**config.mk**
```make
export PLATFORM = sky130hd
export DESIGN_NAME = prio_grant_ctrl
export DESIGN_NICKNAME = d
export VERILOG_FILES = /design/src/rtl/prio_grant_ctrl_pkg.sv /design/src/rtl/prio_grant_ctrl_pick.sv /design/src/rtl/prio_grant_ctrl.sv
export SDC_FILE = /design/constraint.sdc
export NUM_CORES = 1
export LEC_CHECK = 0
export BUFFER_PORTS_ARGS = -buffer_cell sky130_fd_sc_hd__buf_2
export CAP_MARGIN = 20
export CORE_MARGIN = 3
export CORE_UTILIZATION = 47
export CTS_CLUSTER_SIZE = 40
export DETAILED_ROUTE_END_ITERATION = 6
export GPL_TIMING_DRIVEN = 0
export PLACE_DENSITY_LB_ADDON = 0.25
export SYNTH_ARGS = -nofsm -noshare
export SYNTH_HDL_FRONTEND = slang
export SYNTH_SLANG_ARGS = --single-unit
```
**constraint.sdc**
```tcl
create_clock -name clk -period 2.3 [get_ports clk]
set_clock_uncertainty 0.1 [all_clocks]
set_input_delay 0.345 -clock clk [delete_from_list [all_inputs] [get_ports clk]]
set_output_delay 0.345 -clock clk [all_outputs]
set_load 0.03 [all_outputs]
```
**src/rtl/prio_grant_ctrl_pkg.sv**
```systemverilog
// -----------------------------------------------------------------------------
// prio_grant_ctrl_pkg
//   Shared definitions for the 4-requester grant controller.
//   - state_t   : controller state encoding (IDLE / GRANT / RELEASE)
//   - N_REQ     : number of requesters
//   - CNT_W     : width of the grant-duration counter
//   - ID_W      : width of a requester index
//   - id_to_onehot() : turns a requester index into its one-hot grant vector
// -----------------------------------------------------------------------------
package prio_grant_ctrl_pkg;

  localparam int N_REQ = 4;
  localparam int CNT_W = 4;
  localparam int ID_W  = 2;

  typedef enum logic [1:0] {
    IDLE    = 2'b00,
    GRANT   = 2'b01,
    RELEASE = 2'b10
  } state_t;

  function automatic logic [N_REQ-1:0] id_to_onehot(input logic [ID_W-1:0] id);
    return N_REQ'(1) << id;
  endfunction

endpackage

```
**src/rtl/prio_grant_ctrl_pick.sv**
```systemverilog
// -----------------------------------------------------------------------------
// rr_prio_pick
//   Purely combinational winner selection. The request vector is rotated so
//   that requester 'ptr' sits at bit 0, a casez priority decode picks the
//   lowest set bit of the rotated vector, and the result is rotated back.
//   With ptr tied to 0 this is plain fixed priority (req[0] highest).
//
//   Ports:
//     req       in  [N_REQ-1:0] request lines, bit i = requester i
//     ptr       in  [ID_W-1:0]  requester that gets top priority
//     winner    out [N_REQ-1:0] one-hot winner, all zero when req == 0
//     winner_id out [ID_W-1:0]  binary index of the winner (0 when req == 0)
// -----------------------------------------------------------------------------
module rr_prio_pick
  import prio_grant_ctrl_pkg::*;
(
  input  logic [N_REQ-1:0] req,
  input  logic [ID_W-1:0]  ptr,
  output logic [N_REQ-1:0] winner,
  output logic [ID_W-1:0]  winner_id
);

  logic [2*N_REQ-1:0] req_dbl;
  logic [N_REQ-1:0]   req_rot;
  logic [ID_W-1:0]    rot_id;
  logic               rot_vld;
  logic [N_REQ-1:0]   rot_win;
  logic [2*N_REQ-1:0] win_dbl;

  // Rotate right by ptr, decode, then rotate the one-hot result back left.
  // Doubling the vector turns both rotations into plain part-selects/shifts.
  always_comb begin
    req_dbl = {req, req};
    req_rot = req_dbl[ptr +: N_REQ];

    rot_id  = '0;
    rot_vld = 1'b1;
    casez (req_rot)
      4'b???1: rot_id = 2'd0;
      4'b??10: rot_id = 2'd1;
      4'b?100: rot_id = 2'd2;
      4'b1000: rot_id = 2'd3;
      default: rot_vld = 1'b0;
    endcase

    rot_win = rot_vld ? id_to_onehot(rot_id) : '0;
    win_dbl = {rot_win, rot_win} << ptr;
    winner  = win_dbl[2*N_REQ-1:N_REQ];

    // Index in the rotated frame plus the offset wraps naturally in ID_W bits.
    winner_id = rot_vld ? ID_W'(rot_id + ptr) : '0;
  end

endmodule

```
**src/rtl/prio_grant_ctrl.sv**
```systemverilog
// -----------------------------------------------------------------------------
// prio_grant_ctrl
//   Grants a shared resource to one of four requesters at a time. A grant is
//   held until the resource strobes 'done' or until TIMEOUT grant cycles have
//   elapsed, then one RELEASE cycle and one IDLE cycle separate it from the
//   next grant. Arbitration is either fixed priority (RR=0, req[0] highest)
//   or round-robin (RR=1, search starts just after the last winner).
//
//   Parameters:
//     RR       0 = fixed priority, 1 = round-robin
//     TIMEOUT  maximum grant length in cycles, legal range 2..15
//
//   Ports:
//     clk      in   rising-edge clock
//     rst      in   synchronous active-high reset
//     req      in   [3:0] request lines
//     done     in   completion strobe, only looked at while granted
//     gnt      out  [3:0] registered one-hot grant
//     gnt_id   out  [1:0] registered index of the current/last winner
//     busy     out  registered, high while a grant is held
//     timeout  out  registered one-cycle pulse on a forced release
// -----------------------------------------------------------------------------
module prio_grant_ctrl
  import prio_grant_ctrl_pkg::*;
#(
  parameter int RR      = 1,
  parameter int TIMEOUT = 15
)
(
  input  logic             clk,
  input  logic             rst,
  input  logic [N_REQ-1:0] req,
  input  logic             done,
  output logic [N_REQ-1:0] gnt,
  output logic [ID_W-1:0]  gnt_id,
  output logic             busy,
  output logic             timeout
);

  // Last counter value that is still a legal grant cycle.
  localparam logic [CNT_W-1:0] CNT_LAST = CNT_W'(TIMEOUT - 1);

  state_t             state_q, state_d;
  logic [ID_W-1:0]    ptr_q, ptr_d;
  logic [CNT_W-1:0]   cnt_q, cnt_d;
  logic [N_REQ-1:0]   gnt_q, gnt_d;
  logic [ID_W-1:0]    gnt_id_q, gnt_id_d;
  logic               busy_q, busy_d;
  logic               timeout_q, timeout_d;

  logic [N_REQ-1:0]   pick_gnt;
  logic [ID_W-1:0]    pick_id;
  logic               grant_expire;

  rr_prio_pick u_pick (
    .req       (req),
    .ptr       (ptr_q),
    .winner    (pick_gnt),
    .winner_id (pick_id)
  );

  // A forced release only happens when done is low; a simultaneous done
  // takes priority and turns the release into a normal one.
  assign grant_expire = (state_q == GRANT) && !done && (cnt_q == CNT_LAST);

  // State register plus every registered output and bookkeeping flop.
  // Reset wins over everything, so a grant in progress is simply dropped.
  always_ff @(posedge clk) begin
    if (rst) begin
      state_q   <= IDLE;
      ptr_q     <= '0;
      cnt_q     <= '0;
      gnt_q     <= '0;
      gnt_id_q  <= '0;
      busy_q    <= 1'b0;
      timeout_q <= 1'b0;
    end else begin
      state_q   <= state_d;
      ptr_q     <= ptr_d;
      cnt_q     <= cnt_d;
      gnt_q     <= gnt_d;
      gnt_id_q  <= gnt_id_d;
      busy_q    <= busy_d;
      timeout_q <= timeout_d;
    end
  end

  // Next-state logic. RELEASE always lasts exactly one cycle.
  always_comb begin
    state_d = state_q;
    unique case (state_q)
      IDLE:    if (req != '0) state_d = GRANT;
      GRANT:   if (done || grant_expire) state_d = RELEASE;
      RELEASE: state_d = IDLE;
      default: state_d = IDLE;
    endcase
  end

  // Output and datapath logic. Outputs are computed one cycle ahead so that
  // the registered values line up with the state they describe.
  always_comb begin
    ptr_d     = ptr_q;
    cnt_d     = cnt_q;
    gnt_d     = gnt_q;
    gnt_id_d  = gnt_id_q;
    busy_d    = busy_q;
    timeout_d = 1'b0;

    unique case (state_q)
      IDLE: begin
        cnt_d = '0;
        if (state_d == GRANT) begin
          gnt_d    = pick_gnt;
          gnt_id_d = pick_id;
          busy_d   = 1'b1;
        end else begin
          gnt_d  = '0;
          busy_d = 1'b0;
        end
      end

      GRANT: begin
        // The winner is frozen here; req is not looked at until IDLE.
        if (!done) cnt_d = cnt_q + 1'b1;
        if (state_d == RELEASE) begin
          gnt_d     = '0;
          busy_d    = 1'b0;
          timeout_d = grant_expire;
          if (RR != 0) ptr_d = gnt_id_q + 1'b1;
        end
      end

      RELEASE: begin
        // gnt_id keeps the last winner for observers after the grant ends.
        gnt_d  = '0;
        busy_d = 1'b0;
      end

      default: begin
        gnt_d  = '0;
        busy_d = 1'b0;
      end
    endcase
  end

  assign gnt     = gnt_q;
  assign gnt_id  = gnt_id_q;
  assign busy    = busy_q;
  assign timeout = timeout_q;

endmodule

```
==> flow_summary.toml <==
[run_status]
outcome = "completed"

[worst_setup_path]
slowest_stage = "dfxtp_1"
worstPathRequired_ns = 2.42
crit_chain = "clkbuf_2 -> nor2_1 -> nand2_1 -> o21ai_0 -> nand2_1 -> o211ai_1 -> ha_1 -> xnor2_1 -> xnor2_1 -> a211oi_2"
cp-start-kind = "flop"
cp-end-kind = "flop"
criticalPathCategory = "reg2reg"
crit_fanout = 10
r2r_slack_ns = 0.24
r2r_cells = 10
rr_startpoint = "ptr_q[0]$_SDFFE_PP0P_"
max_stage_delay_ns = 0.49
reg2reg_to = "gnt_id[1]$_SDFFE_PP0P_"
arrival_ns = 2.17

[synthesis]
synth_area_um2 = 935
synth_top_area_cell = "dfxtp_1"
synth-seq-cells = 16
synth_area_leaders = "dfxtp_1 (34%), nor2_1 (8.4%), a21oi_1 (6.4%)"
syn-instance-count = 112
yosys_warnings = 0
synth_top_area_share_pct = 34.3
syn_nets = 122
synth_cell_types = 39
synth.avg_cell_area_um2 = 8.35
ys_seq_area_share_pct = 34.3

[worst_hold_path]
whs_endpoint = "gnt_id[1]$_SDFFE_PP0P_"
min_from = "rst"
min_path_type = "in2reg"
min_path_cells = 2

[place]
placed_area_um2 = 1030
port_buffers = 13
place_worst_setup_slack_ns = 0.192
gp_congestion = 0.820
dpl.hpwl_mm = 1.36

[sta]
setup_tns_ns = 0
fin_crit_ns = 2.06
hold_violations = 0
fmax_mhz = 486
rsz0062_at_grt = "no"
period_share_pct = 89.4
drv_slew = 0
finalSetupViolCount = 0
slew_headroom_pct = 69.2
tightest_slew_ns = 0.462
setup_ws_ns = 0.244

[floorplan]
dieHeight_um = 50.6
die_area_um2 = 2560
core_um2 = 1800
start_util_pct = 51.9
rows = 15
num_io_pins = 15
die_w_um = 50.6

[cells_and_area]
drive_gt1_share_pct = 26.4
final_cell_mix = "nor2_1 (21), dfxtp_1 (16), buf_2 (14)"
nets = 140
diodes = 0
final_common_cell = "nor2_1"
fin_area_um2 = 1070
area_growth_pct = 14.3

[detailed_routing]
drtIter0Drc = 24
first_pass_iters = 4
num_vias = 866
viasPerCell = 5.62
avgRoutedWirePerCell_um = 12.5
ant_nets = 0
totalWireLength_mm = 1.92
drc = 0

[clock_network]
cts-root-buf = "clkbuf_4"
cts_tree = "yes"
cts_buffer_depth = 2
cts-buffers-inserted = 3
worstSkewPairLatency_ns = 0.29
clk_pin_slew_ns = 0.09
htree_levels = 1
cts.sinks = 16
postCtsSetupRepairBufs = 0

[grt]
grt_overflow = 0
grt_max_degree = 11
use_met1_pct = 20.9
antenna_found_initial = 0
busiest_layer = "met2"
grt_pass1_wl_mm = 3.14
grt_use_met3_pct = 6.23
groute.usage.overall_pct = 16.4
grt_pass1_vias = 750
use_met2_pct = 24.6

[power]
powerDensity_nw_per_um2 = 629
peakVddDrop_mv = 0.504
p_leak_nw = 0.463
power.total_mw = 0.672

[run]
cap_violations = 0
==> worst max-delay path: cells and delay by family, from the launching register on <==
kind	cells	cell delay, ns
flip-flops	1	0.49
AO/OA/AOI/OAI	3	0.40
buffers and inverters	1	0.28
XOR/XNOR	2	0.28
AND/OR/NAND/NOR	3	0.23
adder cells (fa/ha/maj)	1	0.20
==> registers in the layout, indices dropped and copies added (netlist names) <==
name,flops
gnt,4
state_q,2
gnt_id,2
ptr_q,2
cnt_q,4
busy,1
timeout,1
==> cell families (layout without fill, tap and decap cells) <==
group / count (synthesis) / after routing / share of synthesized area (%)
AND/OR/NAND/NOR: 48 / 48 / 27.3
AO/OA/AOI/OAI: 32 / 32 / 25.2
flip-flops: 16 / 16 / 34.3
buffers and inverters: 9 / 26 / 5.35
adder cells (fa/ha/maj): 3 / 3 / 4.02
XOR/XNOR: 3 / 3 / 2.81
multiplexers: 1 / 1 / 1.07
==> worst max path at each step <==
stage / end / cells past startpoint / startpoint / slack, ns
2_1_floorplan: gnt_id[1]$_SDFFE_PP0P_ / 10 / ptr_q[0]$_SDFFE_PP0P_ / 0.45
3_3_place_gp: gnt_id[1]$_SDFFE_PP0P_ / 10 / ptr_q[0]$_SDFFE_PP0P_ / 0.22
3_5_place_dp: gnt_id[1]$_SDFFE_PP0P_ / 10 / ptr_q[0]$_SDFFE_PP0P_ / 0.19
4_1_cts: gnt_id[1]$_SDFFE_PP0P_ / 10 / ptr_q[0]$_SDFFE_PP0P_ / 0.16
5_1_grt: gnt_id[1]$_SDFFE_PP0P_ / 10 / ptr_q[0]$_SDFFE_PP0P_ / 0.15
6_report: gnt_id[1]$_SDFFE_PP0P_ / 10 / ptr_q[0]$_SDFFE_PP0P_ / 0.24
==> power by group <==
part | internal (mW) | total [mW] | switching, mW | leakage (nW)
logic | 0.0714 | 0.175 | 0.104 | 0.311
registers | 0.295 | 0.310 | 0.0156 | 0.131
clock network | 0.0965 | 0.186 | 0.0899 | 0.0210
==> metal layers <==
metal | vias to the layer above | share of wire, %
met5 | - | 0
met4 | 0 | 1.6
met3 | 5 | 6.7
met2 | 26 | 45
met1 | 402 | 47
li1 | 433 | -
==> cell type report <==
class / count / area [um^2]
clock buffer: 4 / 36.3
multi-input combinational: 87 / 564
fill: 168 / 733
tap: 25 / 31.3
buffer: 6 / 40.0
sequential: 16 / 320
inverter: 3 / 11.3
timing repair buffer: 13 / 65.1
==> synth_stat cells (all sizes together) <==
master / count
xor2: 1
a21oi: 12
a21o: 3
buf: 4
o21bai: 1
o32ai: 2
mux2i: 1
a32oi: 3
inv: 3
xnor2: 2
and3: 1
clkbuf: 2
nand4b: 1
nor3b: 1
ha: 3
o21a: 1
o2111ai: 1
nor2: 26
o21ai: 1
nor3: 4
o221a: 1
or3b: 1
a31oi: 1
dfxtp: 16
or2: 1
a21boi: 1
o211ai: 1
nor4: 1
a211oi: 2
o22ai: 2
nand2: 6
nand2b: 6
==> through the flow <==
stage | hold WS, ns | utilization [%] | instances
floorplan | 0.310 | - | 112
global placement | 0.341 | 57.2 | 150
detailed placement | 0.345 | 57.2 | 150
CTS | 0.188 | 59.2 | 154
global route | 0.190 | 59.3 | 154
finish | 0.202 | 59.3 | 154
==> timing repair <==
item	4_1_cts	5_1_grt
resized for setup	0	2
hold buffers	0	0
setup endpoints to repair	0	1
No activity file was read; power rests on OpenSTA's default activity.
